**src/rtl/cordic_rr_arbiter.sv**
```systemverilog
`default_nettype none
// ============================================================================
// Module   : cordic_rr_arbiter
// Purpose  : Round-robin arbiter that shares one fully pipelined CORDIC atan
//            core between N_REQ (x, y) requesters. The winning sample is
//            registered into the core, and its requester index travels down a
//            delay line matched to the core latency. The core's output valid
//            is compared against that tracked schedule, and any disagreement
//            raises a sticky error.
// Ports    : clk, rst_n            - clock, asynchronous active-low reset
//            en                    - grant enable (in-flight samples still drain)
//            req_valid/x/y         - per-requester samples, packed by index
//            req_ready             - one-hot-or-zero combinational grant
//            cordic_x/y/valid      - registered core input
//            cordic_dout_valid     - core output valid
//            res_valid/res_id      - tracked result valid and requester tag
//            err                   - sticky schedule mismatch
// Revision : 1.0 - initial release
// ============================================================================
module cordic_rr_arbiter #(
  parameter int N_REQ          = 4,
  parameter int DIN_WIDTH      = 16,
  parameter int CORDIC_LATENCY = 16,
  parameter int ID_WIDTH       = $clog2(N_REQ)
) (
  input  logic                       clk,
  input  logic                       rst_n,
  input  logic                       en,
  input  logic [N_REQ-1:0]           req_valid,
  input  logic [N_REQ*DIN_WIDTH-1:0] req_x,
  input  logic [N_REQ*DIN_WIDTH-1:0] req_y,
  output logic [N_REQ-1:0]           req_ready,
  output logic [DIN_WIDTH-1:0]       cordic_x,
  output logic [DIN_WIDTH-1:0]       cordic_y,
  output logic                       cordic_valid,
  input  logic                       cordic_dout_valid,
  output logic                       res_valid,
  output logic [ID_WIDTH-1:0]        res_id,
  output logic                       err
);

  localparam int                  MASK_W    = $clog2(CORDIC_LATENCY + 2);
  localparam logic [MASK_W-1:0]   MASK_INIT = MASK_W'(CORDIC_LATENCY + 1);
  localparam logic [ID_WIDTH-1:0] LAST_ID   = ID_WIDTH'(N_REQ - 1);

  logic [ID_WIDTH-1:0]  ptr;
  logic [ID_WIDTH-1:0]  grant_id;
  logic                 found;
  logic                 xfer;
  logic [DIN_WIDTH-1:0] sel_x;
  logic [DIN_WIDTH-1:0] sel_y;

  // Tag of the sample currently held in the core input registers; it is the
  // head of the ID delay line and loads together with cordic_x/cordic_y.
  logic [ID_WIDTH-1:0]  cordic_id;

  logic [CORDIC_LATENCY-1:0] pipe_v;
  logic [ID_WIDTH-1:0]       pipe_id [CORDIC_LATENCY];
  logic [MASK_W-1:0]         mask_cnt;

  // --------------------------------------------------------------------------
  // Grant search. The first pass covers indices ptr..N_REQ-1; the second pass
  // only matters when nothing at or above ptr is valid, so it effectively
  // covers 0..ptr-1 and completes the circular order without modulo
  // arithmetic on a non-power-of-two ring.
  // --------------------------------------------------------------------------
  always_comb begin
    found    = 1'b0;
    grant_id = '0;
    for (int i = 0; i < N_REQ; i++) begin
      if (!found && req_valid[i] && (ID_WIDTH'(i) >= ptr)) begin
        found    = 1'b1;
        grant_id = ID_WIDTH'(i);
      end
    end
    for (int i = 0; i < N_REQ; i++) begin
      if (!found && req_valid[i]) begin
        found    = 1'b1;
        grant_id = ID_WIDTH'(i);
      end
    end

    sel_x = '0;
    sel_y = '0;
    for (int i = 0; i < N_REQ; i++) begin
      if (grant_id == ID_WIDTH'(i)) begin
        sel_x = req_x[i*DIN_WIDTH +: DIN_WIDTH];
        sel_y = req_y[i*DIN_WIDTH +: DIN_WIDTH];
      end
    end
  end

  // The winner is always a valid requester, so ready implies valid.
  assign xfer = en & found;

  for (genvar gi = 0; gi < N_REQ; gi++) begin : g_ready
    assign req_ready[gi] = xfer && (grant_id == ID_WIDTH'(gi));
  end

  // --------------------------------------------------------------------------
  // Core input registers and round-robin pointer
  // --------------------------------------------------------------------------
  always_ff @(posedge clk or negedge rst_n) begin
    if (!rst_n) begin
      cordic_x     <= '0;
      cordic_y     <= '0;
      cordic_valid <= 1'b0;
      cordic_id    <= '0;
      ptr          <= '0;
    end else begin
      cordic_valid <= xfer;
      if (xfer) begin
        cordic_x  <= sel_x;
        cordic_y  <= sel_y;
        cordic_id <= grant_id;
        ptr       <= (grant_id == LAST_ID) ? '0 : grant_id + ID_WIDTH'(1);
      end
    end
  end

  // --------------------------------------------------------------------------
  // ID delay line. Ids only advance alongside a valid bit, so every stage
  // keeps the last tag that passed through it, and res_id holds while
  // res_valid is low.
  // --------------------------------------------------------------------------
  always_ff @(posedge clk or negedge rst_n) begin
    if (!rst_n) begin
      pipe_v <= '0;
      for (int k = 0; k < CORDIC_LATENCY; k++) begin
        pipe_id[k] <= '0;
      end
    end else begin
      pipe_v[0] <= cordic_valid;
      if (cordic_valid) begin
        pipe_id[0] <= cordic_id;
      end
      for (int k = 1; k < CORDIC_LATENCY; k++) begin
        pipe_v[k] <= pipe_v[k-1];
        if (pipe_v[k-1]) begin
          pipe_id[k] <= pipe_id[k-1];
        end
      end
    end
  end

  assign res_valid = pipe_v[CORDIC_LATENCY-1];
  assign res_id    = pipe_id[CORDIC_LATENCY-1];

  // --------------------------------------------------------------------------
  // Schedule check. After reset the core may still flush samples issued
  // before reset, so checking is held off until the mask counter drains.
  // --------------------------------------------------------------------------
  always_ff @(posedge clk or negedge rst_n) begin
    if (!rst_n) begin
      mask_cnt <= MASK_INIT;
      err      <= 1'b0;
    end else begin
      if (mask_cnt != '0) begin
        mask_cnt <= mask_cnt - MASK_W'(1);
      end else if (cordic_dout_valid != res_valid) begin
        err <= 1'b1;
      end
    end
  end

endmodule
`default_nettype wire

```
**config.mk**
```make
export PLATFORM = sky130hd
export DESIGN_NAME = cordic_rr_arbiter
export DESIGN_NICKNAME = d
export VERILOG_FILES = /design/src/rtl/cordic_rr_arbiter.sv
export SDC_FILE = /design/constraint.sdc
export NUM_CORES = 1
export LEC_CHECK = 0
export BUFFER_PORTS_ARGS = -buffer_cell sky130_fd_sc_hd__buf_2
export CORE_UTILIZATION = 44
export DETAILED_ROUTE_END_ITERATION = 12
export GPL_TIMING_DRIVEN = 0
export PLACE_DENSITY = 0.79
export SLEW_MARGIN = 20
export SYNTH_ARGS = -nofsm -noshare
export SYNTH_HDL_FRONTEND = slang
export SYNTH_SLANG_ARGS = --single-unit
```
**constraint.sdc**
```tcl
create_clock -name clk -period 2.38 [get_ports clk]
set_clock_uncertainty 0.2 [all_clocks]
set_input_delay 0.238 -clock clk [delete_from_list [all_inputs] [get_ports clk]]
set_output_delay 0.238 -clock clk [all_outputs]
set_load 0.005 [all_outputs]
```
==> Word level (Yosys, flattened, before mapping) <==
Cells that the tools add are included.
{ "word_totals": {"register_bits": 91, "input_bits": 136, "out_inout_bits": 41, "elab_cells": 85} }
{ "op_classes": {"n_addsub": 2, "order_cmp": 4, "n_eq_ne": 4, "mux": 24, "bitwise": 2, "n_reduce_logical": 25} }
{ "ops": {"columns": ["operator", "n"], "rows": [
  ["two-way mux 16 bit", 8],
  ["logical AND 1 bit", 15],
  ["two-way mux 2 bit", 7],
  ["two-way mux 1 bit", 9],
  ["logical NOT 1 bit", 7],
  ["nonzero test 5 bit", 1],
  ["subtractor 5 x 1 -> 5 bit, second input constant", 1],
  ["equality test 2 bit, second input constant", 2],
  [">= comparator 1 x 2 -> 1 bit, first input constant", 2],
  [">= comparator 2 bit, first input constant", 2],
  ["adder 2 x 1 -> 2 bit, second input constant", 1],
  ["equality test 2 x 1 -> 1 bit, second input constant", 1],
  ["logical NOT 2 bit", 1],
  ["AND reduction 2 bit", 1],
  ["AND 1 bit", 1],
  ["inequality test 1 bit", 1],
  ["NOT 1 bit", 1]
]} }

==> Longest topological paths before layout <==
Gate-level depths: netlist of run 1.
{ "depth": {"ltp_word": 32, "mapped_depth": 9, "depth_no_buf": 7} }

==> Worst setup path before layout of run 1 <==
OpenSTA, ideal clock, no wires.
{ "synth_path": {"path_type": "register -> register", "from": "reg ptr[0]", "to": "reg cordic_x[0]", "setup_ns": 0.077, "arrival_time_ns": 1.949, "required_ns": 2.103, "setup_slack_ns": 0.154, "stages_incl_launch_ff": 9, "n_path_buf": 2, "period_less_slack_ns": 2.226, "path_cell_list": "dfrtp_1 inv_1 a2111oi_0 nor2_1 ha_1 buf_2 clkbuf_1 a221o_1 a21oi_1"} }
{ "synth_via": {"elab_chain_cells": 32, "word_cells_on_any_way": 46, "cone_classes": "4 x order compare; 3 x eq/ne; 19 x mux; 1 x bitwise; 19 x reduce/logical"} }
{ "synth_rtl": {"columns": ["element", "line_no", "text"], "rows": [
  ["start: declaration", "46", "logic [ID_WIDTH-1:0] ptr;"],
  ["start signal: assignment", "116", "ptr <= (grant_id == LAST_ID) ? '0 : grant_id + ID_WIDTH'(1);"],
  [">= comparator 1 x 2 -> 1 bit", "71", "if (!found && req_valid[i] && (ID_WIDTH'(i) >= ptr)) begin"],
  ["logical AND 1 bit", "71", null],
  ["two-way mux 1 bit", "71", null],
  ["logical NOT 1 bit", "71", null],
  ["logical AND 1 bit (2 in series)", "71", null],
  ["two-way mux 1 bit", "71", null],
  ["logical NOT 1 bit", "71", null],
  ["logical AND 1 bit (2 in series)", "71", null],
  ["[... 11 more ...]", null, null],
  ["logical NOT 1 bit", "77", "if (!found && req_valid[i]) begin"],
  ["logical AND 1 bit", "77", null],
  ["two-way mux 1 bit", "77", null],
  ["logical NOT 1 bit", "77", null],
  ["logical AND 1 bit", "77", null],
  ["two-way mux 2 bit", "77", null],
  ["logical NOT 2 bit", "86", "if (grant_id == ID_WIDTH'(i)) begin"],
  ["two-way mux 16 bit (4 in series)", "86", null],
  ["end signal: assignment", "113", "cordic_x <= sel_x;"],
  ["end: declaration", "33", "output logic [DIN_WIDTH-1:0] cordic_x,"]
]} }
Parallel ways exist; a longest one is shown, timed or not.
A chain may end at the register's enable or synchronous reset.

==> Final worst setup path of run 1 <==
{ "layout_path": {"from": "reg ptr[0]", "to": "out req_ready[1]"} }
{ "layout_via": {"elab_chain_cells": 29, "word_cells_on_any_way": 40, "cone_classes": "4 x order compare; 1 x eq/ne; 15 x mux; 1 x bitwise; 19 x reduce/logical"} }
{ "layout_rtl": {"columns": ["element", "line_no", "text"], "rows": [
  [">= comparator 1 x 2 -> 1 bit", "71", null],
  ["logical AND 1 bit", "71", null],
  ["two-way mux 1 bit", "71", null],
  ["logical NOT 1 bit", "71", null],
  ["logical AND 1 bit (2 in series)", "71", null],
  ["two-way mux 1 bit", "71", null],
  ["logical NOT 1 bit", "71", null],
  ["logical AND 1 bit (2 in series)", "71", null],
  ["[... 11 more ...]", null, null],
  ["logical NOT 1 bit", "77", null],
  ["logical AND 1 bit", "77", null],
  ["two-way mux 1 bit", "77", null],
  ["logical NOT 1 bit", "77", null],
  ["logical AND 1 bit", "77", null],
  ["two-way mux 2 bit or two-way mux 1 bit (tied branches)", "77", null],
  ["equality test 2 x 1 -> 1 bit or AND 1 bit (tied branches)", "97, 94", null],
  ["logical AND 1 bit *", "97", "assign req_ready[gi] = xfer && (grant_id == ID_WIDTH'(gi));"],
  ["end: declaration", "32", "output logic [N_REQ-1:0] req_ready,"]
]} }
Mark *: on every way between the ends. The rest lies on a longest branch, timed or not.

==> flow_summary.json, run 1 <==
{
  "grt_usage_pct": 27.0,
  "setup_ws_ns": -0.129,
  "hold_violations": 0,
  "yosysSeqAreaShare_pct": 50.8,
  "failed_checks": "setup timing",
  "fill_cells": 802,
  "htree_levels": 3,
  "ys_warn_count": 0,
  "clock_latency_ns": 0.36,
  "worstSetupPathType": "flop to output port",
  "layout-drive-gt1-share_pct": 46.0,
  "numPortBuffers": 176,
  "ys_types": 32,
  "synthTopCellsByCount": "99 x a21oi_1, 89 x dfrtp_1, 37 x inv_1, 37 x nor2_1, 33 x mux2_2",
  "arrival_ns": 2.07,
  "synthMuxAreaShare_pct": 8.28,
  "fin_crit_sh_pct": 105,
  "viasPerCell": 5.45,
  "gp_congestion": 0.837,
  "vias": 4462,
  "cp_max_fo": 5,
  "syn_nets": 582,
  "p_comb_share_pct": 48.7,
  "synth_top_family_by_area": "compound AO/OA/AOI/OAI gates",
  "ys_ff_latch": 91,
  "worst_pin_slew_ns": 0.897,
  "dp.cells": 750,
  "grt_pass1_wl_um": 21300,
  "grt-ovfl-total": 0,
  "fp-row-count": 36,
  "nNetsFinal": 820,
  "die_h_um": 103,
  "synth_edf_count": 0,
  "clock-sinks": 91,
  "rsz0062_at_grt": "yes",
  "final_cells": 818,
  "p_switching_mw": 2.54,
  "syn-cell-area_mm2": 0.00449,
  "yosysTopAreaCell": "dfrtp_1",
  "die_width_um": 103,
  "synth_xor_xnor_area_share_pct": 0.586,
  "drv_cap": 0,
  "slew_headroom_pct": 39.4,
  "syn_area_per_cell_um2": 10.2,
  "grt_max_degree": 52,
  "setup_viol": 36,
  "clk_path_buf_depth": 2,
  "dr.pass1.iters": 5,
  "wl_um": 14500,
  "finalPower_mw": 7.02,
  "drcViolationCount": 0,
  "synth.area.top_cells": "dfrtp_1 50%, a21oi_1 11%, mux2_2 8.3%",
  "yosys.area.top_type_share_pct": 49.7,
  "cts_tree": "built",
  "cts_buffers": 9,
  "critPathLaunchType": "flop",
  "synthAdderAreaFrac_pct": 1.67,
  "clock_power_share_pct": 16.6,
  "power_density_mw_per_mm2": 1060,
  "slew_viol_final": 0,
  "syn_to_final_growth_pct": 47.1,
  "die-area_mm2": 0.0106,
  "pwr-share-seq_pct": 34.6,
  "switching_share_pct": 36.2,
  "synth_compound_area_share_pct": 20.3,
  "syn_inst": 440,
  "min_path_type": "primary input to flop",
  "io_pins": 177,
  "finalCriticalPeriod_ns": 2.51,
  "drt_first_iter_violations": 232,
  "synth-simple-area-share_pct": 11.4,
  "p_leak_nw": 3.18,
  "wl_per_cell_um": 17.7,
  "cp.required_ns": 1.94,
  "cp-end-kind": "output port",
  "synth_most_common_cell": "a21oi_1",
  "ant_nets": 0,
  "coreArea_mm2": 0.00982,
  "dp_hpwl_um": 9820,
  "irDropWorstVdd_v": 0.000654,
  "start_util_pct": 45.7,
  "synth_ff_type": "dfrtp_1",
  "cts_root_buf": "clkbuf_8",
  "clk_pin_slew_ns": 0.09,
  "p_int_mw": 4.48,
  "grt_pass1_vias": 4459,
  "status": "finished with violations",
  "async_flop_share_pct": 100,
  "maxClockFrequency_mhz": 399,
  "antenna_found_initial": 0
}
## timing repair
| item | in CTS | in global routing |
|---|---|---|
| hold buffers | 30 | 0 |
| pin swaps | 7 | 8 |
| setup endpoints to repair | 36 | 37 |
| endpoints found under the hold margin | 77 | 0 |
| cloned | 0 | 1 |
| resized for setup | 58 | 43 |
| buffers inserted | 14 | 6 |
## registers in the layout, summed over array words and instances (netlist names)
| signal | flops |
|---|---|
| pipe_id | 30 |
| cordic_x | 16 |
| cordic_y | 16 |
| pipe_v | 16 |
| mask_cnt | 5 |
| cordic_id | 2 |
| ptr | 2 |
| res_id | 2 |
| cordic_valid | 1 |
| err | 1 |
## per-stage QoR
step	setup slack [ns]	util (%)	hold slack, ns	instance area [um2]	TNS [ns]
2_1_floorplan	0.154	-	-0.258	4490	0
3_3_place_gp	-0.581	56.3	0.196	5530	-10.17
3_5_place_dp	-0.607	56.6	0.102	5560	-13.79
4_1_cts	-0.0640	65.2	0.000271	6400	-0.190
5_1_grt	-0.163	67.1	0.0143	6590	-3.47
6_report	-0.129	67.2	0.0151	6600	-1.81
## layer usage
| layer | global-route usage [%] | share of wire, % |
|---|---|---|
| met3 | 4.41 | 7.2 |
| met1 | 32.9 | 39 |
| met4 | 14.0 | 2.5 |
| met2 | 46.4 | 51 |
| met5 | 0 | 0 |
## cell usage in the layout, fill, tap and decap left out, drive strengths merged, types with 2 or more instances in the layout
master,count
nand3b,32
nor2b,3
nor4b,2
buf,219
o21ai,2
clkbuf,22
nor3,2
inv,40
xnor2,2
dfrtp,89
o41ai,3
diode,2
nor2,37
bufinv,2
dlygate4sd3,30
nand2,9
a21oi,99
ha,6
a221o,32
clkinv,3
mux2,33
nand2b,2
dfstp,2
and2,4
## cell families (layout without fill, tap and decap cells)
| group | Yosys count | in the layout |
|---|---|---|
| fa+ha+maj | 6 | 6 |
| compound gates | 141 | 141 |
| simple gates | 93 | 93 |
| mux | 33 | 33 |
| xor+xnor | 3 | 3 |
| other cells | 0 | 2 |
| flops | 91 | 91 |
| buf+inv | 73 | 316 |
## path summary, 6_finish.rpt
kind	start	end	slack, ns	cells after the start
max	ptr[0]	req_ready[1]	-0.13	8
min	req_y[56]	cordic_y[8]	0.02	3
max reg2reg	ptr[0]	cordic_y[0]	-0.09	9
min reg2reg	pipe_v[2]	pipe_v[3]	0.22	0
max in group asynchronous	rst_n	ptr[0]	1.07	3
min in group asynchronous	rst_n	cordic_y[6]	0.25	2
## final cells by class
type	instances	area, um2	share of cell area, %
Sequential cell	91	2280	34.6
Multi-Input combinational cell	276	2090	31.7
Timing Repair Buffer	228	1390	21.1
Buffer	34	292	4.42
Tap cell	133	166	2.52
Inverter	38	143	2.16
Clock buffer	9	124	1.88
Clock inverter	7	100	1.52
Antenna cell	2	5.00	0.0759
## critical path, stage by stage (launching register included)
cell	delay, ns
dfrtp_2	0.46
nor2b_4	0.22
a211oi_4	0.09
or2_4	0.31
ha_4	0.17
buf_6	0.12
buf_8	0.11
and2_4	0.13
buf_6	0.11
## power groups by stage
stage               combinational, mW  clock (mW)  sequential (mW)
global route                     3.69        1.25             2.50
CTS                              3.08        1.19             2.42
detailed placement               2.65           0             2.44
global placement                 2.55           0             2.42
floorplan                        1.65           0             2.40
finish                           3.42        1.17             2.43
(Power assumes the default switching activity.)
==> run 2: changes to the inputs <==
Settings changed: CORE_UTILIZATION 44 to 40, PLACE_DENSITY 0.79 to 0.73.
==> flow_summary.json, run 2 (synthesis results as in run 1) <==
{
  "clock_power_share_pct": 16.9,
  "dp.cells": 757,
  "largest_register_ffs": 30,
  "r2r_slack_ns": -0.09,
  "coreArea_mm2": 0.0109,
  "clk_path_buf_depth": 2,
  "wl_per_cell_um": 16.9,
  "final_cell_mix": "180 x buf_2, 93 x a21oi_1, 87 x dfrtp_1",
  "power_density_mw_per_mm2": 1060,
  "rsz0062_at_grt": "yes",
  "gp_congestion": 0.821,
  "slew_headroom_pct": 40.2,
  "place_area_mm2": 0.00557,
  "critPathLaunchType": "flop",
  "finalCriticalPeriod_ns": 2.51,
  "fill_cells": 904,
  "min_path_type": "primary input to flop",
  "cpMostUsedCell": "buf_8",
  "maxClockFrequency_mhz": 399,
  "multi_input_area_mm2": 0.00206,
  "reg2reg_depth": 10,
  "worst_pin_slew_ns": 0.885,
  "cp-end-kind": "output port",
  "drv_cap": 0,
  "grt_usage_pct": 23.5,
  "final_cells": 821,
  "final_common_cell": "buf_2",
  "cts_root_buf": "clkbuf_8",
  "cp.required_ns": 1.94,
  "hold_end": "cordic_x[7]",
  "grt_pass1_vias": 4333,
  "grt_pass1_wl_um": 21000,
  "hold_violations": 0,
  "regMostFlops": "pipe_id",
  "reg2reg_to": "cordic_y[10]",
  "failed_checks": "setup timing",
  "fin_tns_setup_ns": -1.55,
  "switching_share_pct": 35.3,
  "antenna_found_initial": 0,
  "start_util_pct": 41.2,
  "dr.pass1.iters": 5,
  "holdCritStartpoint": "req_x[55]",
  "nNetsFinal": 818,
  "status": "finished with violations",
  "p_leak_nw": 3.16,
  "worstSetupPathType": "flop to output port",
  "ff_latch_area_mm2": 0.00228,
  "syn_to_final_growth_pct": 46.4,
  "clk_pin_slew_ns": 0.10,
  "cts_buffers": 9,
  "wl_um": 13900,
  "clock-sinks": 91,
  "design_area_mm2": 0.00657,
  "cp_max_fo": 6,
  "viasPerCell": 5.35,
  "vias": 4396,
  "p_int_mw": 4.52,
  "p_comb_share_pct": 48.4,
  "fin_crit_sh_pct": 105,
  "die_h_um": 108,
  "fp-row-count": 38,
  "p_switching_mw": 2.47,
  "ant_nets": 0,
  "numPortBuffers": 176,
  "drcViolationCount": 0,
  "irDropWorstVdd_v": 0.000525,
  "finalPower_mw": 6.99,
  "critPathSlowestCell": "dfrtp_2",
  "hold_depth": 3,
  "pwr-share-seq_pct": 34.7,
  "die-area_mm2": 0.0116,
  "setup_viol": 35,
  "reg2reg_from": "ptr[0]",
  "dp_hpwl_um": 9510,
  "drt_first_iter_violations": 289,
  "arrival_ns": 2.07,
  "io_pins": 177,
  "setup_ws_ns": -0.126,
  "slowest_delay_ns": 0.46,
  "htree_levels": 3,
  "grt-ovfl-total": 0,
  "slew_viol_final": 0,
  "grt_max_degree": 47,
  "cts_tree": "built",
  "crit_chain": "nor2b_4 -> a211oi_4 -> or2_4 -> ha_4 -> buf_8 -> buf_8 -> and2_4 -> buf_6",
  "clock_latency_ns": 0.35,
  "die_width_um": 108,
  "diodes": 0,
  "layout-drive-gt1-share_pct": 45.5
}
run 2: worst max-delay path: cells and delay by family, from the launching register on:
family	cells	cell delay, ns
flops	1	0.46
compound gates	1	0.07
buf+inv	3	0.35
simple gates	3	0.66
fa+ha+maj	1	0.18
run 2: how the worst max path moves through the flow:
stage	from	to	slack [ns]	depth (start not counted)
floorplan	ptr[0]	cordic_x[0]	0.15	8
CTS	ptr[0]	req_ready[1]	-0.08	8
detailed placement	req_valid[2]	req_ready[3]	-0.64	9
global route	ptr[1]	cordic_y[13]	-0.17	10
finish	ptr[0]	req_ready[1]	-0.13	8
global placement	req_valid[2]	req_ready[3]	-0.65	9
run 2: through the flow:
stage / utilization (%) / setup slack [ns] / hold slack, ns
detailed placement: 51.2 / -0.642 / 0.0874
CTS: 58.3 / -0.0785 / 0.000627
global route: 60.3 / -0.173 / 0.0109
finish: 60.3 / -0.126 / 0.00525
global placement: 50.9 / -0.646 / 0.204
floorplan: - / 0.154 / -0.258
run 2: area by class of cell:
type / instances / share of cell area, %
flip-flops and latches: 91 / 34.8
well taps: 140 / 2.67
plain buffers: 33 / 4.57
multi-input cells: 276 / 31.4
repair buffers: 227 / 21.0
inverters: 38 / 2.17
clock inverters: 5 / 1.28
clock buffers: 11 / 2.15
run 2: metal layers:
metal  part of all wire, %  global-route usage (%)
met3                   5.5                    2.97
met1                    43                    30.5
met4                   1.9                    8.22
met5                     0                       0
met2                    50                    40.1
run 2: what timing repair did:
item,4_1_cts,5_1_grt
pin swaps,6,7
hold buffers,27,0
buffers inserted,10,13
endpoints found under the hold margin,69,0
gates resized for setup,60,35
endpoints found under the setup margin,37,36
run 2: power by group through the flow:
stage / Combinational [mW] / Sequential (mW) / Clock, mW
floorplan: 1.65 / 2.40 / 0
global placement: 2.56 / 2.42 / 0
detailed placement: 2.66 / 2.44 / 0
CTS: 3.05 / 2.42 / 1.19
global route: 3.66 / 2.49 / 1.25
finish: 3.38 / 2.43 / 1.18
==> run 3: changes to the inputs <==
Clock period 2.38 ns to 2.1 ns, I/O delays scaled along.
==> flow_summary.json, run 3 (synthesis results as in run 1) <==
{
  "status": "finished with violations",
  "failed_checks": "setup timing",
  "wl_um": 14300,
  "fp-row-count": 38,
  "cts_tree": "built",
  "hold_depth": 3,
  "rsz0062_at_grt": "yes",
  "grt_max_degree": 57,
  "slew_viol_final": 0,
  "cp.required_ns": 1.69,
  "worstSetupPathType": "flop to output port",
  "design_area_mm2": 0.00681,
  "grt-ovfl-total": 0,
  "final_common_cell": "buf_2",
  "clk_path_buf_depth": 2,
  "grt_pass1_wl_um": 21500,
  "drt-met1-wl_um": 5690,
  "arrival_ns": 2.10,
  "holdCritStartpoint": "req_y[57]",
  "io_pins": 177,
  "min_path_type": "primary input to flop",
  "wl_met2_um": 7430,
  "drv_cap": 0,
  "viasPerCell": 5.34,
  "reg2reg_depth": 10,
  "fin_tns_setup_ns": -11.44,
  "place_ws_ns": -0.654,
  "regMostFlops": "pipe_id",
  "dr.pass1.iters": 5,
  "met3_length_um": 878,
  "reg2reg_to": "cordic_y[9]",
  "place_area_mm2": 0.00566,
  "slew_headroom_pct": 56.2,
  "fin_crit_sh_pct": 120,
  "reg2reg_from": "ptr[1]",
  "htree_levels": 3,
  "drcViolationCount": 0,
  "top_layer_used": "met4",
  "numPortBuffers": 176,
  "dp_hpwl_um": 9610,
  "gp_congestion": 0.781,
  "power_density_mw_per_mm2": 1210,
  "setup_ws_ns": -0.411,
  "syn_to_final_growth_pct": 51.8,
  "fin_util_pct": 62.5,
  "clock_latency_ns": 0.36,
  "final_cell_mix": "178 x buf_2, 87 x dfrtp_1, 80 x a21oi_1",
  "p_leak_nw": 3.24,
  "worst_pin_slew_ns": 0.658,
  "ant_nets": 0,
  "largest_register_ffs": 30,
  "die_width_um": 108,
  "nNetsFinal": 824,
  "finalCriticalPeriod_ns": 2.51,
  "grt_pass1_vias": 4468,
  "die-area_mm2": 0.0116,
  "irDropWorstVdd_v": 0.000601,
  "clock-sinks": 91,
  "vias": 4413,
  "wl_per_cell_um": 17.2,
  "grt_usage_pct": 24.5,
  "hold_violations": 0,
  "setup_viol": 37,
  "cp_max_fo": 6,
  "hold_end": "cordic_y[9]",
  "antenna_found_initial": 0,
  "drt_first_iter_violations": 307,
  "start_util_pct": 41.2,
  "cts_root_buf": "clkbuf_8",
  "clk_pin_slew_ns": 0.10,
  "maxClockFrequency_mhz": 398,
  "critPathLaunchType": "flop",
  "die_h_um": 108,
  "cp-end-kind": "output port",
  "coreArea_mm2": 0.0109,
  "diodes": 0,
  "layout-drive-gt1-share_pct": 46.3,
  "r2r_slack_ns": -0.38,
  "cts_buffers": 9
}
==> run 3: changes by cell type in the layout (fill, tap and decap cells not counted), moves of 2 or more <==
cell           previous run  this run
buf_4                    23        20
clkinvlp_4                2         0
buf_2                   180       178
buf_8                     3         7
dlygate4sd3_1            27        39
clkbuf_2                  5         3
a21oi_2                   4        17
clkbuf_4                  6         2
a21oi_1                  93        80
clkinv_4                  0         2
==> run 3: metrics by stage <==
step                hold slack (ns)  power [mW]  instances
detailed placement          0.00994        5.91        757
floorplan                    -0.286        4.72        440
finish                      0.00907        8.23        827
global route                0.00179        8.72        827
CTS                         0.00177        7.93        824
global placement              0.203        5.77        756
==> run 3: worst max-delay path by stage <==
stage | start | end | slack [ns] | cells past startpoint
3_5_place_dp | req_valid[2] | cordic_x[15] | -0.65 | 9
3_3_place_gp | req_valid[2] | cordic_x[15] | -0.61 | 9
6_report | ptr[0] | req_ready[1] | -0.41 | 8
5_1_grt | ptr[1] | req_ready[3] | -0.47 | 8
2_1_floorplan | ptr[0] | cordic_x[0] | -0.006 | 9
4_1_cts | ptr[0] | req_ready[0] | -0.34 | 7
==> run 3: critical path, cell delays in order (launching register included) <==
cell,delay [ns]
dfrtp_2,0.46
nor2b_4,0.24
a211oi_4,0.07
or2_4,0.30
ha_4,0.18
buf_8,0.13
buf_8,0.11
and2_4,0.13
buf_6,0.11
==> run 3: cell type report <==
class                      instances  area (um2)
timing repair buffer             235        1470
sequential                        91        2280
multi-input combinational        276        2130
clock inverter                     6         124
clock buffer                      10         138
buffer                            31         345
tap                              140         175
fill                             903        4080
inverter                          38         143
==> run 3: per-layer routing <==
| layer | up-vias | track usage [%] |
|---|---|---|
| met4 | 0 | 9.59 |
| met2 | 186 | 41.5 |
| met1 | 2168 | 30.4 |
| met5 | - | 0 |
| met3 | 29 | 5.02 |
| li1 | 2030 | - |
==> run 3: power by group <==
group | switching, mW | internal, mW
Combinational | 1.88 | 2.11
Sequential | 0.359 | 2.39
Clock | 0.653 | 0.837
Total | 2.89 | 5.33
==> run 3: what timing repair did <==
action,in CTS,in global routing
hold buffers,39,0
cloned,0,0
pin swaps,9,14
endpoints found under the setup margin,37,38
endpoints found under the hold margin,66,0
setup buffers,14,5
resized for setup,51,35
